--- config.mk ---
export PLATFORM = sky130hd
export DESIGN_NAME = store_drain_unit_flat
export DESIGN_NICKNAME = d
export VERILOG_FILES = /design/src/rtl/store_drain_unit_if.sv /design/src/rtl/store_drain_unit.sv /design/src/flat_wrapper.sv
export SDC_FILE = /design/constraint.sdc
export NUM_CORES = 1
export LEC_CHECK = 0
export BUFFER_PORTS_ARGS = -buffer_cell sky130_fd_sc_hd__buf_2
export CAP_MARGIN = 25
export CORE_MARGIN = 5
export CORE_UTILIZATION = 40
export CTS_BUF_LIST = sky130_fd_sc_hd__clkbuf_2
export DETAILED_ROUTE_END_ITERATION = 10
export PLACE_DENSITY = 0.83
export SETUP_SLACK_MARGIN = 0.15
export SLEW_MARGIN = 40
export SYNTH_ARGS = -nofsm -noshare
export SYNTH_HDL_FRONTEND = slang
export SYNTH_SLANG_ARGS = --single-unit
--- constraint.sdc ---
create_clock -name clk -period 4.6 [get_ports clk]
set_clock_uncertainty 0.2 [all_clocks]
set_input_delay 0.46 -clock clk [delete_from_list [all_inputs] [get_ports clk]]
set_output_delay 0.46 -clock clk [all_outputs]
set_load 0.1 [all_outputs]
--- src/rtl/store_drain_unit_if.sv ---
// store_drain_if: store-queue, writeback-snoop and memory-write signals of the store drain unit.
package sdu_pkg;
  typedef logic [2:0] id_t;
  typedef struct packed {
    logic [31:0] addr;
    logic [3:0]  be;
    logic [2:0]  fn3;
    logic        forwarded_store;
    logic [31:0] data;
  } sq_entry_t;
  typedef struct packed {
    logic        valid;
    id_t         id;
    logic [31:0] data;
  } wb_packet_t;
endpackage

interface store_drain_if;
  import sdu_pkg::*;
  logic        sq_valid;
  sq_entry_t   sq_entry;
  id_t         sq_forward_id;
  logic        sq_pop;
  wb_packet_t  wb_snoop;
  logic        mem_req_valid;
  logic        mem_req_ready;
  logic [31:0] mem_addr;
  logic [3:0]  mem_be;
  logic [31:0] mem_data;
  logic        mem_ack;
  logic        drain_idle;
  logic        protocol_error;
  modport master (
    output sq_valid, sq_entry, sq_forward_id, wb_snoop, mem_req_ready, mem_ack,
    input  sq_pop, mem_req_valid, mem_addr, mem_be, mem_data, drain_idle, protocol_error
  );
  modport slave (
    input  sq_valid, sq_entry, sq_forward_id, wb_snoop, mem_req_ready, mem_ack,
    output sq_pop, mem_req_valid, mem_addr, mem_be, mem_data, drain_idle, protocol_error
  );
endinterface

--- src/rtl/store_drain_unit.sv ---
// store_drain_unit: turns released store-queue entries into memory write requests with an outstanding-write limit.
// Define CVA5_STORE_FORWARD_SNOOP_EN to take forwarded-store data from the writeback bus.
module store_drain_unit import sdu_pkg::*; #(
  parameter int unsigned MAX_OUTSTANDING = 2
) (
  input  logic clk,
  input  logic rst_n,
  store_drain_if.slave bus
);
  typedef enum logic [1:0] {IDLE, WAIT_DATA, REQ} state_t;
  state_t      state_q, state_d;
  logic [31:0] addr_q, addr_d, data_q, data_d;
  logic [3:0]  be_q, be_d;
  logic [2:0]  out_q, out_d;
  logic        perr_q, perr_d, pop, hs;
`ifdef CVA5_STORE_FORWARD_SNOOP_EN
  logic [2:0]  fn3_q, fn3_d;
  id_t         id_q, id_d;
  logic        hit_new, hit_wait;
  function automatic logic [31:0] lane(input logic [31:0] d, input logic [2:0] f);
    return f[1:0] == 2'b00 ? {4{d[7:0]}} : f[1:0] == 2'b01 ? {2{d[15:0]}} : d;
  endfunction
  assign hit_new  = bus.wb_snoop.valid & (bus.wb_snoop.id == bus.sq_forward_id);
  assign hit_wait = bus.wb_snoop.valid & (bus.wb_snoop.id == id_q);
`endif
  assign pop = rst_n & bus.sq_valid & (state_q == IDLE) & (out_q < 3'(MAX_OUTSTANDING));
  assign hs  = (state_q == REQ) & bus.mem_req_ready;
  assign bus.sq_pop         = pop;
  assign bus.mem_req_valid  = state_q == REQ;
  assign bus.mem_addr       = addr_q;
  assign bus.mem_be         = be_q;
  assign bus.mem_data       = data_q;
  assign bus.drain_idle     = (state_q == IDLE) & (out_q == 3'd0) & !bus.sq_valid;
  assign bus.protocol_error = perr_q;
  always_comb begin
    state_d = state_q;
    addr_d  = addr_q;
    be_d    = be_q;
    data_d  = data_q;
`ifdef CVA5_STORE_FORWARD_SNOOP_EN
    fn3_d   = fn3_q;
    id_d    = id_q;
`endif
    if (pop) begin
      addr_d = bus.sq_entry.addr;
      be_d   = bus.sq_entry.be;
`ifdef CVA5_STORE_FORWARD_SNOOP_EN
      fn3_d   = bus.sq_entry.fn3;
      id_d    = bus.sq_forward_id;
      data_d  = !bus.sq_entry.forwarded_store ? bus.sq_entry.data :
                hit_new ? lane(bus.wb_snoop.data, bus.sq_entry.fn3) : data_q;
      state_d = (!bus.sq_entry.forwarded_store || hit_new) ? REQ : WAIT_DATA;
`else
      data_d  = bus.sq_entry.data;
      state_d = REQ;
`endif
    end
`ifdef CVA5_STORE_FORWARD_SNOOP_EN
    else if (state_q == WAIT_DATA && hit_wait) begin
      data_d  = lane(bus.wb_snoop.data, fn3_q);
      state_d = REQ;
    end
`endif
    else if (hs) state_d = IDLE;
  end
  // A stray ack with nothing in flight leaves the count at zero and latches the error.
  always_comb begin
    out_d  = (hs & !bus.mem_ack) ? out_q + 3'd1 :
             (!hs & bus.mem_ack & (out_q != 3'd0)) ? out_q - 3'd1 : out_q;
    perr_d = perr_q | (bus.mem_ack & !hs & (out_q == 3'd0));
  end
  always_ff @(posedge clk or negedge rst_n) begin
    if (!rst_n) begin
      state_q <= IDLE;
      addr_q  <= '0;
      be_q    <= '0;
      data_q  <= '0;
      out_q   <= '0;
      perr_q  <= 1'b0;
`ifdef CVA5_STORE_FORWARD_SNOOP_EN
      fn3_q   <= '0;
      id_q    <= '0;
`endif
    end else begin
      state_q <= state_d;
      addr_q  <= addr_d;
      be_q    <= be_d;
      data_q  <= data_d;
      out_q   <= out_d;
      perr_q  <= perr_d;
`ifdef CVA5_STORE_FORWARD_SNOOP_EN
      fn3_q   <= fn3_d;
      id_q    <= id_d;
`endif
    end
  end
endmodule

--- src/flat_wrapper.sv ---
// flat-port wrapper written by rule: the top's interface ports become plain ports
module store_drain_unit_flat import sdu_pkg::*;
#(
  parameter int unsigned MAX_OUTSTANDING = 2
)
  (clk, rst_n, bus_sq_valid, bus_sq_entry, bus_sq_forward_id, bus_wb_snoop, bus_mem_req_ready, bus_mem_ack, bus_sq_pop, bus_mem_req_valid, bus_mem_addr, bus_mem_be, bus_mem_data, bus_drain_idle, bus_protocol_error);
  store_drain_if bus_i ();
  input  logic clk;
  input  logic rst_n;
  input wire logic [$bits(bus_i.sq_valid)-1:0] bus_sq_valid;
  input wire logic [$bits(bus_i.sq_entry)-1:0] bus_sq_entry;
  input wire logic [$bits(bus_i.sq_forward_id)-1:0] bus_sq_forward_id;
  input wire logic [$bits(bus_i.wb_snoop)-1:0] bus_wb_snoop;
  input wire logic [$bits(bus_i.mem_req_ready)-1:0] bus_mem_req_ready;
  input wire logic [$bits(bus_i.mem_ack)-1:0] bus_mem_ack;
  output wire logic [$bits(bus_i.sq_pop)-1:0] bus_sq_pop;
  output wire logic [$bits(bus_i.mem_req_valid)-1:0] bus_mem_req_valid;
  output wire logic [$bits(bus_i.mem_addr)-1:0] bus_mem_addr;
  output wire logic [$bits(bus_i.mem_be)-1:0] bus_mem_be;
  output wire logic [$bits(bus_i.mem_data)-1:0] bus_mem_data;
  output wire logic [$bits(bus_i.drain_idle)-1:0] bus_drain_idle;
  output wire logic [$bits(bus_i.protocol_error)-1:0] bus_protocol_error;
  assign bus_i.sq_valid = bus_sq_valid;
  assign bus_i.sq_entry = bus_sq_entry;
  assign bus_i.sq_forward_id = bus_sq_forward_id;
  assign bus_i.wb_snoop = bus_wb_snoop;
  assign bus_i.mem_req_ready = bus_mem_req_ready;
  assign bus_i.mem_ack = bus_mem_ack;
  assign bus_sq_pop = bus_i.sq_pop;
  assign bus_mem_req_valid = bus_i.mem_req_valid;
  assign bus_mem_addr = bus_i.mem_addr;
  assign bus_mem_be = bus_i.mem_be;
  assign bus_mem_data = bus_i.mem_data;
  assign bus_drain_idle = bus_i.drain_idle;
  assign bus_protocol_error = bus_i.protocol_error;
  store_drain_unit #(.MAX_OUTSTANDING(MAX_OUTSTANDING)) u_core (.clk(clk), .rst_n(rst_n), .bus(bus_i));
endmodule
Yosys cells after proc, flatten, opt, wreduce, memory -nomap -nowiden
Cells that the tools add are included.

storage, ports and cells
  input bits = 116
  output and inout port bits = 72
  flip-flop bits (word level) = 74

operators by class
  add/sub/neg operators = 2
  eq/ne operators = 1
  reduce and logical (&&, ||, !) cells = 8
  order comparisons = 1
  bitwise logic cells = 11
  mux-type cells = 4

operators by type and width
  kind                   count
  $and A1 B1 Y1          10
  $mux W3                2
  $mux W2                2
  $reduce_bool A2 Y1     2
  $add A3 B1 Y3 const B  1
  $logic_not A1 Y1       3
  $logic_not A3 Y1       1
  $lt A3 B2 Y1 const B   1
  $reduce_bool A3 Y1     1
  $sub A3 B1 Y3 const B  1
  $eq A2 B2 Y1 const B   1
  $logic_not A2 Y1       1
  $or A1 B1 Y1           1

Longest topological paths before layout
  depth after elaboration = 7
  depth in mapped cells = 8
  mapped depth without buffers = 6

Least setup slack after synthesis
No wires, ideal clock.

  kind = reg-to-output
  start point = register u_core.state_q[1]
  end point = output port bus_drain_idle
  data required time = 3.940 ns
  data arrival time = 3.222 ns
  stages on the path, launching flop included = 3
  path slack = 0.718 ns
  buffers on the path = 1
  cell sequence = dfrtp_1 buf_6 nor3b_1

on the way
  longest elaborated chain between the ends = 3

RTL lines
  element                     RTL line                RTL
  start: declaration          store_drain_unit.sv:11  state_t state_q, state_d;
  start signal: assignment    store_drain_unit.sv:85  state_q <= state_d;
  $logic_not A2 Y1            store_drain_unit.sv:33  assign bus.drain_idle = (state_q == IDLE) & (out_q == 3'd0) & !bus.sq_valid;
  $and A1 B1 Y1 (2 in a row)  store_drain_unit.sv:33
  end: declaration            flat_wrapper.sv:21      output wire logic [$bits(bus_i.drain_idle)-1:0] bus_drain_idle;

No other way between the ends.

Worst setup path after layout
  start point = input port rst_n
  end point = output port bus_sq_pop

on the way
  longest elaborated chain between the ends = 3

RTL lines
  element                     RTL line                RTL
  start: declaration          flat_wrapper.sv:9       input logic rst_n;
  $and A1 B1 Y1 (3 in a row)  store_drain_unit.sv:26  assign pop = rst_n & bus.sq_valid & (state_q == IDLE) & (out_q < 3'(MAX_OUTSTANDING));
  end: declaration            flat_wrapper.sv:16      output wire logic [$bits(bus_i.sq_pop)-1:0] bus_sq_pop;

No other way between the ends.

==> flow_summary.toml <==
[critical_path]
crit-reg2reg-capture = "u_core.out_q[2]"
worstRegToRegCells = 5
required_ps = 3940
crit_fanout = 41
critPathLaunch = "rst_n"
crit_type = "in2out"
endpoint = "bus_sq_pop"
cp-end-kind = "output port"
rr_startpoint = "u_core.state_q[1]"
start_kind = "primary input"
arrival_ps = 2170
r2r_slack_ps = 2350

[detailed_routing]
drt-initial-drc-count = 40
firstDrtPassIters = 4
ant_nets = 0
wl_per_cell_um = 16.6
viasPerCell = 4.62
vias = 2325
drt_wl_total_um = 8330
drcViolationCount = 0

[hold_path]
min_path_type = "in2reg"

[place]
numPortBuffers = 144
hpwlAfterDp_um = 5020
gp_congestion = 0.815

[cts]
cts_root_buffer = "clkbuf_2"
cts_resized = 0
numCtsBuffers = 9
clk_latency_ps = 480
cts_hold_buf = 68
cts_buffer_depth = 2
cts_num_sinks = 73
postCtsSetupRepairBufs = 0
tritoncts = "yes"
cts_htree_levels = 3
clkSlewWorstSetupHoldPaths_ps = 190

[sta]
worst_pin_slew_ps = 749
fin_crit_sh = 0.615
min_period_ps = 2830
fmax_ghz = 0.353
hold_viol_final = 0
maxSlewViolCount = 0
rsz0062_at_grt = "false"
timing.setup.tns_ps = 0
setup_violations = 0
max-slew-margin-rel = 0.501

[floorplanning]
rows = 32
die_h_um = 99.8
core_area_um2 = 7810
dieWidth_um = 99.8
initial_utilization = 0.413
die_area_um2 = 9960
io_pins = 188

[yosys]
syn_avg_cell_area_um2 = 17.9
synth_area_um2 = 3230
synth_edf_count = 0
synth_top_area_share = 0.566
ys_warn_count = 0
syn-num-nets = 297
synth-seq-area-share = 0.566
synth_cells = 180
synth_flop_cell = "dfrtp_1"
async_flop_share = 1.00
yosysTopAreaCell = "dfrtp_1"
synth_seq_cells = 73
ys_types = 30
synth.area.top_cells = "dfrtp_1, mux2_4, buf_12"

[finish]
layout_common_cells = "buf_2, dfrtp_1, dlygate4sd3_1"
final_common_cell = "buf_2"
n_fill_cell = 614
area_growth_pct = 48.1
drive_gt1_frac = 0.584
final_nets = 513
multi_input_area_um2 = 1220
n_antenna_cell = 0
regArea_um2 = 1830

[grt]
grt_util_met3 = 0.0479
grt_max_degree = 42
use_met2 = 0.310
antenna_found_initial = 0
gr-usage-met1 = 0.191
grt-busiest-layer = "met2"
first_global_vias = 2608
grt_pass1_wl_um = 13200
grt_use_total = 0.170
overflow = 0

[run]
maxCapViolCount = 0

[outcome]
outcome = "completed"
-- metrics by stage --
step / cells / hold slack (ps) / cell area [µm²] / setup slack [ps] / utilization
2_1_floorplan: 180 / -35.6 / 3230 / 718 / -
5_1_grt: 503 / 21.1 / 4780 / 1630 / 0.612
3_3_place_gp: 418 / 249 / 3930 / 2100 / 0.503
6_report: 503 / 69.2 / 4780 / 1770 / 0.612
3_5_place_dp: 418 / 265 / 3930 / 2040 / 0.503
4_1_cts: 502 / 0.657 / 4770 / 1730 / 0.611
-- final cells by class --
class	count	share of cell area
Clock buffer	10	0.0105
Clock inverter	6	0.0236
Inverter	1	0.000786
Multi-Input combinational cell	95	0.256
Sequential cell	73	0.382
Tap cell	102	0.0267
Timing Repair Buffer	216	0.301
-- worst min-delay path by stage --
| stage | from | to | slack (ps) | depth (start not counted) |
|---|---|---|---|---|
| 3_3_place_gp | rst_n | u_core.bus.mem_be[1] | 250 | 1 |
| 3_5_place_dp | rst_n | u_core.bus.mem_be[1] | 270 | 1 |
| 2_1_floorplan | rst_n | u_core.bus.mem_addr[0] | -40 | 0 |
| 6_report | bus_mem_ack | u_core.out_q[0] | 70 | 2 |
| 5_1_grt | bus_mem_ack | u_core.out_q[0] | 20 | 2 |
| 4_1_cts | bus_sq_entry[57] | u_core.bus.mem_addr[17] | 0.7 | 2 |
-- metal layers --
| metal | wire (µm) | part of all wire |
|---|---|---|
| met5 | 0 | 0 |
| met4 | 140 | 0.017 |
| met3 | 575 | 0.069 |
| met2 | 4420 | 0.53 |
| met1 | 3200 | 0.38 |
-- cell usage after synthesis (2+ instances only) --
cell type	number
dfrtp_1	73
mux2_4	68
buf_12	7
buf_6	3
nand3_1	3
a21o_1	2
-- logic make-up (layout without fill, tap and decap cells) --
kind of cell,count (synthesis),after routing,synth area share
flip-flops,73,73,0.566
multiplexers,69,69,0.320
AND/OR/NAND/NOR,15,15,0.0291
buffers and inverters,12,233,0.0562
AO/OA/AOI/OAI,10,10,0.0225
adder cells (fa/ha/maj),1,1,0.00621
-- state kept, by name, summed over array words and instances (netlist names) --
name	flops
u_core.bus.mem_addr	32
u_core.bus.mem_be	4
u_core.bus.mem_data	32
u_core.out_q	3
u_core.state_q	1
u_core.bus.protocol_error	1
-- worst max-delay path: stages --
cell and delay [ps]:
dlygate4sd3_1 520, buf_4 420, and4b_4 320, buf_2 430
Power is not shown: default switching activity piles up to over one toggle a cycle in this logic, so the estimate is an artifact.
